--- src/rtl/ssd_scan_monitor_pkg.sv ---
// Shared definitions for the SSD receive path.
// Holds the seven-segment glyph table (active-low C[6:0], bit 0 = segment a) that the display
// encoder and the scan monitor both use. It also provides the segment bit-index names and a
// helper that maps a single-low anode pattern to its digit index.
package ssd_scan_monitor_pkg;

  // Segment bit positions within C[6:0].
  typedef enum int unsigned {
    SegA = 0,
    SegB = 1,
    SegC = 2,
    SegD = 3,
    SegE = 4,
    SegF = 5,
    SegG = 6
  } seg_idx_e;

  localparam logic [6:0] GLYPH_0   = 7'h40;
  localparam logic [6:0] GLYPH_1   = 7'h79;
  localparam logic [6:0] GLYPH_2   = 7'h24;
  localparam logic [6:0] GLYPH_3   = 7'h30;
  localparam logic [6:0] GLYPH_4   = 7'h19;
  localparam logic [6:0] GLYPH_5   = 7'h12;
  localparam logic [6:0] GLYPH_6   = 7'h02;
  localparam logic [6:0] GLYPH_7   = 7'h78;
  localparam logic [6:0] GLYPH_8   = 7'h00;
  localparam logic [6:0] GLYPH_9   = 7'h10;
  localparam logic [6:0] GLYPH_A   = 7'h08;
  localparam logic [6:0] GLYPH_B   = 7'h03;
  localparam logic [6:0] GLYPH_C   = 7'h46;
  localparam logic [6:0] GLYPH_D   = 7'h21;
  localparam logic [6:0] GLYPH_E   = 7'h06;
  localparam logic [6:0] GLYPH_F   = 7'h0E;
  localparam logic [6:0] SEG_BLANK = 7'h7F;

  // Digit index of the single low anode. Only meaningful when exactly one bit is low.
  function automatic logic [1:0] low_index(input logic [3:0] an);
    logic [1:0] idx;
    case (an)
      4'b1101: idx = 2'd1;
      4'b1011: idx = 2'd2;
      4'b0111: idx = 2'd3;
      default: idx = 2'd0;
    endcase
    return idx;
  endfunction

endpackage

--- src/rtl/ssd_seg_decoder.sv ---
// Combinational seven-segment glyph decoder.
// Ports:
//   seg        - active-low segment pattern, seg[0] = a .. seg[6] = g
//   hex        - recovered hex value (0 for blank or unrecognised patterns)
//   is_blank   - pattern is all segments off
//   is_invalid - pattern is neither a hex glyph nor blank
module ssd_seg_decoder
  import ssd_scan_monitor_pkg::*;
(
  input  logic [6:0] seg,
  output logic [3:0] hex,
  output logic       is_blank,
  output logic       is_invalid
);

  always_comb begin
    hex        = 4'h0;
    is_blank   = 1'b0;
    is_invalid = 1'b0;
    case (seg)
      GLYPH_0:   hex = 4'h0;
      GLYPH_1:   hex = 4'h1;
      GLYPH_2:   hex = 4'h2;
      GLYPH_3:   hex = 4'h3;
      GLYPH_4:   hex = 4'h4;
      GLYPH_5:   hex = 4'h5;
      GLYPH_6:   hex = 4'h6;
      GLYPH_7:   hex = 4'h7;
      GLYPH_8:   hex = 4'h8;
      GLYPH_9:   hex = 4'h9;
      GLYPH_A:   hex = 4'hA;
      GLYPH_B:   hex = 4'hB;
      GLYPH_C:   hex = 4'hC;
      GLYPH_D:   hex = 4'hD;
      GLYPH_E:   hex = 4'hE;
      GLYPH_F:   hex = 4'hF;
      SEG_BLANK: is_blank = 1'b1;
      default:   is_invalid = 1'b1;
    endcase
  end

endmodule

--- src/rtl/ssd_scan_monitor.sv ---
// Receive-side monitor for a multiplexed four-digit seven-segment display.
// It synchronises the segment bus and anodes, waits for each digit to dwell stably, and decodes
// the digit into a shadow frame. Once all four digits have been seen, it publishes the frame
// atomically.
// Ports:
//   clk, rst          - clock, asynchronous active-high reset
//   C[6:0]            - active-low segment bus (C[0] = a)
//   AN3..AN0          - active-low digit anodes
//   D3..D0            - committed hex value per digit
//   blank[3:0]        - committed blank flag per digit
//   frame_done        - one-cycle pulse on each frame commit
//   scan_err          - sticky: stable anode pattern without exactly one low line
//   pattern_err       - sticky: captured segment pattern not a glyph or blank
//   link_lost         - no capture for TIMEOUT_CYCLES cycles
module ssd_scan_monitor
  import ssd_scan_monitor_pkg::*;
#(
  parameter int unsigned STABLE_CYCLES  = 4,
  parameter int unsigned TIMEOUT_CYCLES = 1000000
) (
  input  logic       clk,
  input  logic       rst,
  input  logic [6:0] C,
  input  logic       AN3,
  input  logic       AN2,
  input  logic       AN1,
  input  logic       AN0,
  output logic [3:0] D3,
  output logic [3:0] D2,
  output logic [3:0] D1,
  output logic [3:0] D0,
  output logic [3:0] blank,
  output logic       frame_done,
  output logic       scan_err,
  output logic       pattern_err,
  output logic       link_lost
);

  localparam int unsigned SW = $clog2(STABLE_CYCLES + 1);
  localparam int unsigned TW = $clog2(TIMEOUT_CYCLES + 1);
  localparam logic [SW-1:0] STABLE_MAX = SW'(STABLE_CYCLES);
  localparam logic [SW-1:0] STABLE_PRE = SW'(STABLE_CYCLES - 1);
  localparam logic [TW-1:0] TIMEOUT_MAX = TW'(TIMEOUT_CYCLES);

  // {AN3..AN0, C}; all-ones is the idle bus.
  logic [10:0] sync1_q, sync2_q, prev_q;
  logic [SW-1:0] stab_q, stab_d;
  logic [TW-1:0] tmo_q, tmo_d;

  logic [3:0]      mask_q, mask_d;
  logic [3:0][3:0] shadow_hex_q, shadow_hex_d;
  logic [3:0]      shadow_blank_q, shadow_blank_d;

  logic [3:0][3:0] d_q;
  logic [3:0]      blank_q;
  logic            frame_done_q, scan_err_q, pattern_err_q;

  logic [3:0] an_s;
  logic [6:0] c_s;
  logic       same, evt, one_low, capture, bad_scan, commit;
  logic [1:0] dig_idx;
  logic [3:0] dec_hex;
  logic       dec_blank, dec_invalid;

  assign an_s    = sync2_q[10:7];
  assign c_s     = sync2_q[6:0];
  assign same    = (sync2_q == prev_q);
  // Fires once per dwell: only the STABLE-1 -> STABLE transition, never while saturated.
  assign evt     = same && (stab_q == STABLE_PRE);
  assign one_low = ($countones(~an_s) == 1);
  assign dig_idx = low_index(an_s);
  assign capture  = evt && one_low;
  assign bad_scan = evt && !one_low;
  assign commit   = (mask_q == 4'hF);

  ssd_seg_decoder u_dec (
    .seg        (c_s),
    .hex        (dec_hex),
    .is_blank   (dec_blank),
    .is_invalid (dec_invalid)
  );

  always_comb begin
    stab_d = STABLE_MAX;
    if (!same) begin
      stab_d = SW'(1);
    end else if (stab_q != STABLE_MAX) begin
      stab_d = stab_q + SW'(1);
    end
  end

  always_comb begin
    tmo_d = TIMEOUT_MAX;
    if (capture) begin
      tmo_d = '0;
    end else if (tmo_q != TIMEOUT_MAX) begin
      tmo_d = tmo_q + TW'(1);
    end
  end

  // The commit reads the old shadow contents, so a capture in the commit cycle starts the next
  // frame.
  always_comb begin
    mask_d         = commit ? 4'h0 : mask_q;
    shadow_hex_d   = shadow_hex_q;
    shadow_blank_d = shadow_blank_q;
    if (capture) begin
      mask_d[dig_idx]         = 1'b1;
      shadow_hex_d[dig_idx]   = dec_hex;
      shadow_blank_d[dig_idx] = dec_blank;
    end
  end

  always_ff @(posedge clk or posedge rst) begin
    if (rst) begin
      sync1_q        <= '1;
      sync2_q        <= '1;
      prev_q         <= '1;
      stab_q         <= '0;
      tmo_q          <= '0;
      mask_q         <= '0;
      shadow_hex_q   <= '0;
      shadow_blank_q <= '0;
      d_q            <= '0;
      blank_q        <= 4'hF;
      frame_done_q   <= 1'b0;
      scan_err_q     <= 1'b0;
      pattern_err_q  <= 1'b0;
    end else begin
      sync1_q        <= {AN3, AN2, AN1, AN0, C};
      sync2_q        <= sync1_q;
      prev_q         <= sync2_q;
      stab_q         <= stab_d;
      tmo_q          <= tmo_d;
      mask_q         <= mask_d;
      shadow_hex_q   <= shadow_hex_d;
      shadow_blank_q <= shadow_blank_d;
      frame_done_q   <= commit;
      if (commit) begin
        d_q     <= shadow_hex_q;
        blank_q <= shadow_blank_q;
      end
      if (bad_scan) begin
        scan_err_q <= 1'b1;
      end
      if (capture && dec_invalid) begin
        pattern_err_q <= 1'b1;
      end
    end
  end

  assign D0          = d_q[0];
  assign D1          = d_q[1];
  assign D2          = d_q[2];
  assign D3          = d_q[3];
  assign blank       = blank_q;
  assign frame_done  = frame_done_q;
  assign scan_err    = scan_err_q;
  assign pattern_err = pattern_err_q;
  assign link_lost   = (tmo_q == TIMEOUT_MAX);

endmodule

--- config.mk ---
export PLATFORM = sky130hd
export DESIGN_NAME = ssd_scan_monitor
export DESIGN_NICKNAME = d
export VERILOG_FILES = /design/src/rtl/ssd_scan_monitor_pkg.sv /design/src/rtl/ssd_seg_decoder.sv /design/src/rtl/ssd_scan_monitor.sv
export SDC_FILE = /design/constraint.sdc
export NUM_CORES = 1
export LEC_CHECK = 0
export ABC_CLOCK_PERIOD_IN_PS = 5300
export CAP_MARGIN = 10
export CORE_MARGIN = 2
export CORE_UTILIZATION = 30
export DETAILED_ROUTE_END_ITERATION = 7
export GPL_ROUTABILITY_DRIVEN = 0
export SLEW_MARGIN = 20
export SYNTH_ARGS = -nofsm -noshare
export SYNTH_HDL_FRONTEND = slang
export SYNTH_SLANG_ARGS = --single-unit
--- constraint.sdc ---
create_clock -name clk -period 5.3 [get_ports clk]
set_input_delay 1.59 -clock clk [delete_from_list [all_inputs] [get_ports clk]]
set_output_delay 1.59 -clock clk [all_outputs]
set_load 0.005 [all_outputs]
**Word-level counts from Yosys, hierarchy flattened**

Cells that the tools add are included.

- Flip-flop bits (word level): 103
- Input port bits: 13

- Add/subtract/negate cells: 5
- Order comparisons: 2
- Equality and inequality tests: 26
- Muxes and demuxes: 16
- Bitwise logic cells: 2
- Reduce and logical (&&, ||, !) cells: 8

Operator list:

| cell | number |
|---|---|
| one-hot mux 4 bit (15 select lines) | 1 |
| 2-to-1 mux 20 bit | 2 |
| equality test 7 bit, second input constant | 5 |
| equality test 7 x 5 -> 1 bit, second input constant | 3 |
| equality test 7 x 6 -> 1 bit, second input constant | 3 |
| adder 20 x 1 -> 20 bit, second input constant | 1 |
| equality test 20 bit, second input constant | 1 |
| inequality test 20 bit, second input constant | 1 |
| OR reduction 17 bit | 1 |
| bitwise mux 16 bit | 1 |
| equality test 7 x 2 -> 1 bit, second input constant | 2 |
| equality test 7 x 4 -> 1 bit, second input constant | 2 |
| equality test 4 bit, second input constant | 3 |
| 2-to-1 mux 4 bit | 3 |
| equality test 11 bit | 1 |
| demux 4 bit (select 2 bit) | 1 |
| equality test 7 x 3 -> 1 bit, second input constant | 1 |
| zero test 7 bit | 1 |
| 2-to-1 mux 3 bit | 2 |
| one-hot mux 2 bit (3 select lines) | 1 |
| logical AND 1 bit | 5 |
| adder 1 x 1 -> 2 bit | 2 |
| bitwise mux 4 bit | 1 |
| equality test 4 x 3 -> 1 bit, second input constant | 1 |
| 12 further kinds | 14 |

**Depth between registers and ports, before layout**

- Depth after elaboration: 8
- Depth in mapped cells: 10
- Gate-level depth less buffers: 9

**Cells and area by module**

From an unflattened synthesis, not the netlist that was laid out.

- Cells, all modules: 384
- Area, all modules: 4580.6 um^2

By module, submodules not included:

| module | instances | cells an instance | area each (um^2) | sequential area each (um^2) |
|---|---|---|---|---|
| ssd_scan_monitor | 1 | 330 | 4206.5 | 2623.8 |
| ssd_seg_decoder | 1 | 54 | 374.1 | 0.0 |

**Worst setup path after synthesis**

Ideal clock, no wire load.

- Kind: reg2out
- Start point: register tmo_q[0]
- End point: output link_lost
- Arrival: 1314 ps
- Data required time: 3710 ps
- Path slack: 2396 ps
- Stages on the path, launching flop included: 5
- Cells stage by stage: dfrtp_1 -> inv_1 -> ha_1 -> or4b_1 -> nor4_4

- Longest elaborated chain between the ends: 1

RTL lines:

| element | RTL line | source |
|---|---|---|
| start: declaration | ssd_scan_monitor.sv:48 | `logic [TW-1:0] tmo_q, tmo_d;` |
| start signal: assignment | ssd_scan_monitor.sv:134 | `tmo_q <= tmo_d;` |
| equality test 20 bit | ssd_scan_monitor.sv:160 | `assign link_lost = (tmo_q == TIMEOUT_MAX);` |
| end: declaration | ssd_scan_monitor.sv:36 | `output logic link_lost` |

No other way between the ends.

**Worst setup path after layout**

Same ends and word-level chain as after synthesis.

==> results <==
- The floorplan core area is roughly 14000 µm².
- The die covers approximately 16000 µm².
- The worst IR drop on VDD is roughly 0.16 mV.
- The worst-case headroom to the max-slew limit is 0.473.
- Power spread over the standard cell area amounts to approximately 300 nW/µm².
- In this run the worst path has a maximum fanout of 5.
- By startpoint and endpoint, the worst setup path is classified as register to primary output.
- In this run the tool buffered the top-level ports with 36 buffer cells.
- The number of filler cells placed in the layout is between 1000 and 1500.
- The initial utilization of the core area, before any placement, comes to 0.304.
- The final global-route overflow total is 0.
- The data arrival at the endpoint of the critical path is roughly 2300 ps.
- The synthesized area per cell is 11.2 µm².
- Across every metal layer, demand over resource in global routing totals 0.108.
- Measured along the y axis, the die boundary spans between 100 and 150 µm.
- The max-slew violation count is 0.
- Setup violations remaining at the end of the flow were counted as 0.
- The synthesis-to-finish area growth is 19.3%.
- 37 I/O pins were placed.
- The startpoint of the worst-slack reg-to-reg timing path is sync2_q[10]$_DFF_PP1_.
- No sink is reached through more buffers than the 2 on the longest clock path.
- The worst setup path is launched from a register.
- The placed instances occupy a cell area of ~5000 µm².
- The detail-routed net length per standard cell is ~13 µm.
- Counting flops and latches in the post-synthesis netlist gives slightly above 100.
- The run finished with clean final reports.
- The floorplan has 44 rows.
- The maximum clock frequency is between 200 and 300 MHz.
- The number of post-CTS setup repair buffers is 0.
- STA classifies the critical path endpoint as a primary output.
- The quantity of hold-fixing buffers added after cts is 0.
- The worst path needs about 4000 ps of the cycle, external delays included.
- The horizontal die dimension is 125 µm.
- The number of nets produced by synthesis is approximately 410.
- The routed layout has 2807 vias.
- The number of global-route vias before repair is 2811.
- STA puts the critical path data required time at ~3700 ps.
- The finished cells cover between 5000 and 6000 µm².
- The latest clock arrival within the worst-skew pair is between 300 and 400 ps.
- The Yosys step of the flow raised 0 warnings.
- Summing every instance area after synthesis gives between 4000 and 5000 µm².
- The class of the tightest hold or removal check is register to register.
- The count of cells resized by post-cts repair is 0.
- After detailed routing, the number of remaining DRC violations is 0.
- The launch point of the critical path is tmo_q[0]$_DFF_PP0_.
- The count of unique library cells instantiated by Yosys is 47.
- The final layout contains routed wiring with a total length of approximately 8000 µm.
- For the pin with the worst max-slew slack, the measured transition is slightly below 800 ps.
- The overall power after layout is roughly 0.0016 W.
- Detailed placement finished with a half-perimeter wire length of between 5000 and 6000 µm.
- The static power due to leakage is 2.32 nW.
- The tree is rooted in a sky130_fd_sc_hd__clkbuf_16.
- The first global-routing pass estimated roughly 14000 µm of wire.
- The share of final-layout standard cells stronger than drive strength 1 is 0.149.
- The antenna violation net count after detailed routing is 0.
- The startpoint identified for the worst hold timing path is sync1_q[6]$_DFF_PP1_.
- The number of antenna violations at the first check in global routing is 0.
- TritonCTS built the clock tree.
- The total inserted antenna cells is 0.
- The total instance count after detailed placement is just under 600.
- The final core utilization is 0.363.
- Summed over all failing endpoints, the final setup total negative slack is 0 ps.
- The clock slew seen by the registers of the worst setup and hold paths is ~70 ps.
- The number of max-cap violations is 0.
- In this run, the number of DRC markers left after iteration 0 of detailed routing was between 150 and 200.
- The per-cell via count in the routed design is 4.58.
- The total CTS buffers is 9.
- At the end of the flow, the number of nets in the layout was 447.
- Entering global routing, the biggest net connects 66 pins.
- The number of failing hold endpoints at the final stage is 0.
- Counting every sink on the clock net gives 103.
- The H-tree was split into 3 levels.
- The number of iterations in the first detailed-routing pass is 4.
- The share of the cycle needed by the critical path after routing is 0.734.
- The finished layout holds around 610 standard cells, fillers aside.
- Between clock sinks in the finished design, the worst skew comes to approximately 7.6 ps.
- Setup repair after global routing left no endpoint under its margin.
- After technology mapping, the gate count stands at ~390.
- The post-synthesis sequential area ratio is 0.598.
==> Yosys cell counts (all sizes together) <==
cell type	instances	area share
o211ai	1	0.0017
and3b	1	0.0020
a32oi	1	0.0020
xnor2	4	0.0080
nand3b	1	0.0017
nor4	6	0.019
and4	2	0.0040
nor3b	4	0.0080
o21ai	23	0.026
inv	24	0.021
o21ba	1	0.0023
or4b	1	0.0023
and3	5	0.0071
a211oi	2	0.0034
ha	9	0.026
nand4	9	0.016
mux2i	12	0.027
nor2	27	0.023
dfstp	37	0.22
clkbuf	10	0.0086
nand4b	2	0.0040
or3	2	0.0029
and2	2	0.0029
a41oi	1	0.0020
o41a	1	0.0026
a21oi	5	0.0057
a31o	2	0.0040
fa	1	0.0046
buf	7	0.011
nand4bb	1	0.0026
a2111oi	2	0.0040
or2	1	0.0020
nor4b	4	0.0080
xor2	25	0.050
nand3	8	0.0091
nor3	5	0.0057
nor2b	3	0.0043
nand2	68	0.058
dfrtp	66	0.38
o21a	3	0.0051
a21o	1	0.0017
and4b	1	0.0023
==> final timing paths <==
check / slack (ps) / endpoint / depth (start not counted)
worst min-delay path: 360 / sync2_q[6]$_DFF_PP1_ / 0
max in group asynchronous: 2690 / sync1_q[10]$_DFF_PP1_ / 3
worst max-delay path: 1410 / link_lost / 5
worst max register to register: 2070 / shadow_blank_q[0]$_DFFE_PP0P_ / 8
worst min register to register: 360 / sync2_q[6]$_DFF_PP1_ / 0
min in group asynchronous: 1740 / tmo_q[1]$_DFF_PP0_ / 2
==> logic make-up (layout without fill, tap and decap cells) <==
family                   Yosys count  in the layout  synth area share
flip-flops                       103            103             0.598
buffers and inverters             41             79            0.0405
AND/OR/NAND/NOR                  153            153             0.185
multiplexers                      12             12            0.0274
adder cells (fa/ha/maj)           10             10            0.0302
XOR/XNOR                          29             29            0.0579
AO/OA/AOI/OAI                     43             43            0.0608
==> area by class of cell <==
type / instances / area, µm² / share of cell area
tap: 184 / 230 / 0.0440
timing repair buffer: 39 / 383 / 0.0732
clock buffer: 15 / 310 / 0.0593
multi-input combinational: 247 / 1590 / 0.303
clock inverter: 1 / 6.26 / 0.00120
sequential: 103 / 2620 / 0.502
inverter: 24 / 92.6 / 0.0177
==> cells in the final DEF (no fill, tap or decap), types with 2 or more instances in the layout <==
| master | netlist | final |
|---|---|---|
| sky130_fd_sc_hd__a2111oi_0 | 2 | 2 |
| sky130_fd_sc_hd__a211oi_1 | 2 | 2 |
| sky130_fd_sc_hd__a21oi_1 | 5 | 5 |
| sky130_fd_sc_hd__a31o_2 | 2 | 2 |
| sky130_fd_sc_hd__and2_1 | 2 | 2 |
| sky130_fd_sc_hd__and3_1 | 5 | 5 |
| sky130_fd_sc_hd__and4_1 | 2 | 2 |
| sky130_fd_sc_hd__buf_4 | 1 | 3 |
| sky130_fd_sc_hd__clkbuf_1 | 10 | 2 |
| sky130_fd_sc_hd__clkbuf_16 | 0 | 11 |
| sky130_fd_sc_hd__clkbuf_8 | 0 | 2 |
| sky130_fd_sc_hd__clkdlybuf4s50_1 | 0 | 36 |
| sky130_fd_sc_hd__dfrtp_1 | 66 | 66 |
| sky130_fd_sc_hd__dfstp_2 | 37 | 37 |
| sky130_fd_sc_hd__ha_1 | 9 | 9 |
| sky130_fd_sc_hd__inv_1 | 24 | 23 |
| sky130_fd_sc_hd__inv_4 | 0 | 2 |
| sky130_fd_sc_hd__mux2i_1 | 12 | 12 |
| sky130_fd_sc_hd__nand2_1 | 68 | 68 |
| sky130_fd_sc_hd__nand3_1 | 8 | 8 |
| sky130_fd_sc_hd__nand4_1 | 8 | 8 |
| sky130_fd_sc_hd__nand4b_1 | 2 | 2 |
| sky130_fd_sc_hd__nor2_1 | 27 | 27 |
| sky130_fd_sc_hd__nor2b_1 | 3 | 3 |
| sky130_fd_sc_hd__nor3_1 | 5 | 5 |
| sky130_fd_sc_hd__nor3b_1 | 3 | 3 |
| sky130_fd_sc_hd__nor4_1 | 3 | 3 |
| sky130_fd_sc_hd__nor4_4 | 3 | 3 |
| sky130_fd_sc_hd__nor4b_1 | 4 | 4 |
| sky130_fd_sc_hd__o21a_1 | 3 | 3 |
| sky130_fd_sc_hd__o21ai_0 | 23 | 23 |
| sky130_fd_sc_hd__or3_1 | 2 | 2 |
| sky130_fd_sc_hd__xnor2_1 | 4 | 4 |
| sky130_fd_sc_hd__xor2_1 | 25 | 25 |
==> worst max-delay path, cell delays in order (launching register included) <==
cell and delay, ps:
sky130_fd_sc_hd__dfrtp_1 410, sky130_fd_sc_hd__inv_1 70, sky130_fd_sc_hd__ha_1 120, sky130_fd_sc_hd__or4b_1 490
sky130_fd_sc_hd__nor4_4 300, sky130_fd_sc_hd__clkdlybuf4s50_1 560
==> registers in the layout, indices dropped and copies added, names as in the netlist, 11 cells and up <==
name	cells
prev_q	11
sync2_q	11
shadow_hex_q	16
sync1_q	11
tmo_q	20
==> layer usage <==
metal  up-vias  GRT usage  part of all wire
met5         -          0                 0
met4         0     0.0333             0.013
met3         9     0.0296             0.036
met2        55      0.168              0.46
met1      1375      0.146              0.49
li1       1368          -                 -
==> through the flow <==
stage | worst slack [ps] | hold slack (ps)
final | 1410 | 355
after CTS | 1390 | 355
after floorplan | 1070 | 345
after detailed placement | 1770 | 347
after global placement | 1760 | 347
after global routing | 1290 | 360
==> power breakdown <==
group / switching [W] / internal [W] / total, W
sequential: 0.0000169 / 0.000810 / 0.000827
combinational: 0.0000367 / 0.0000250 / 0.0000616
clock: 0.000274 / 0.000402 / 0.000676
Power figures use the tool's default switching activity.
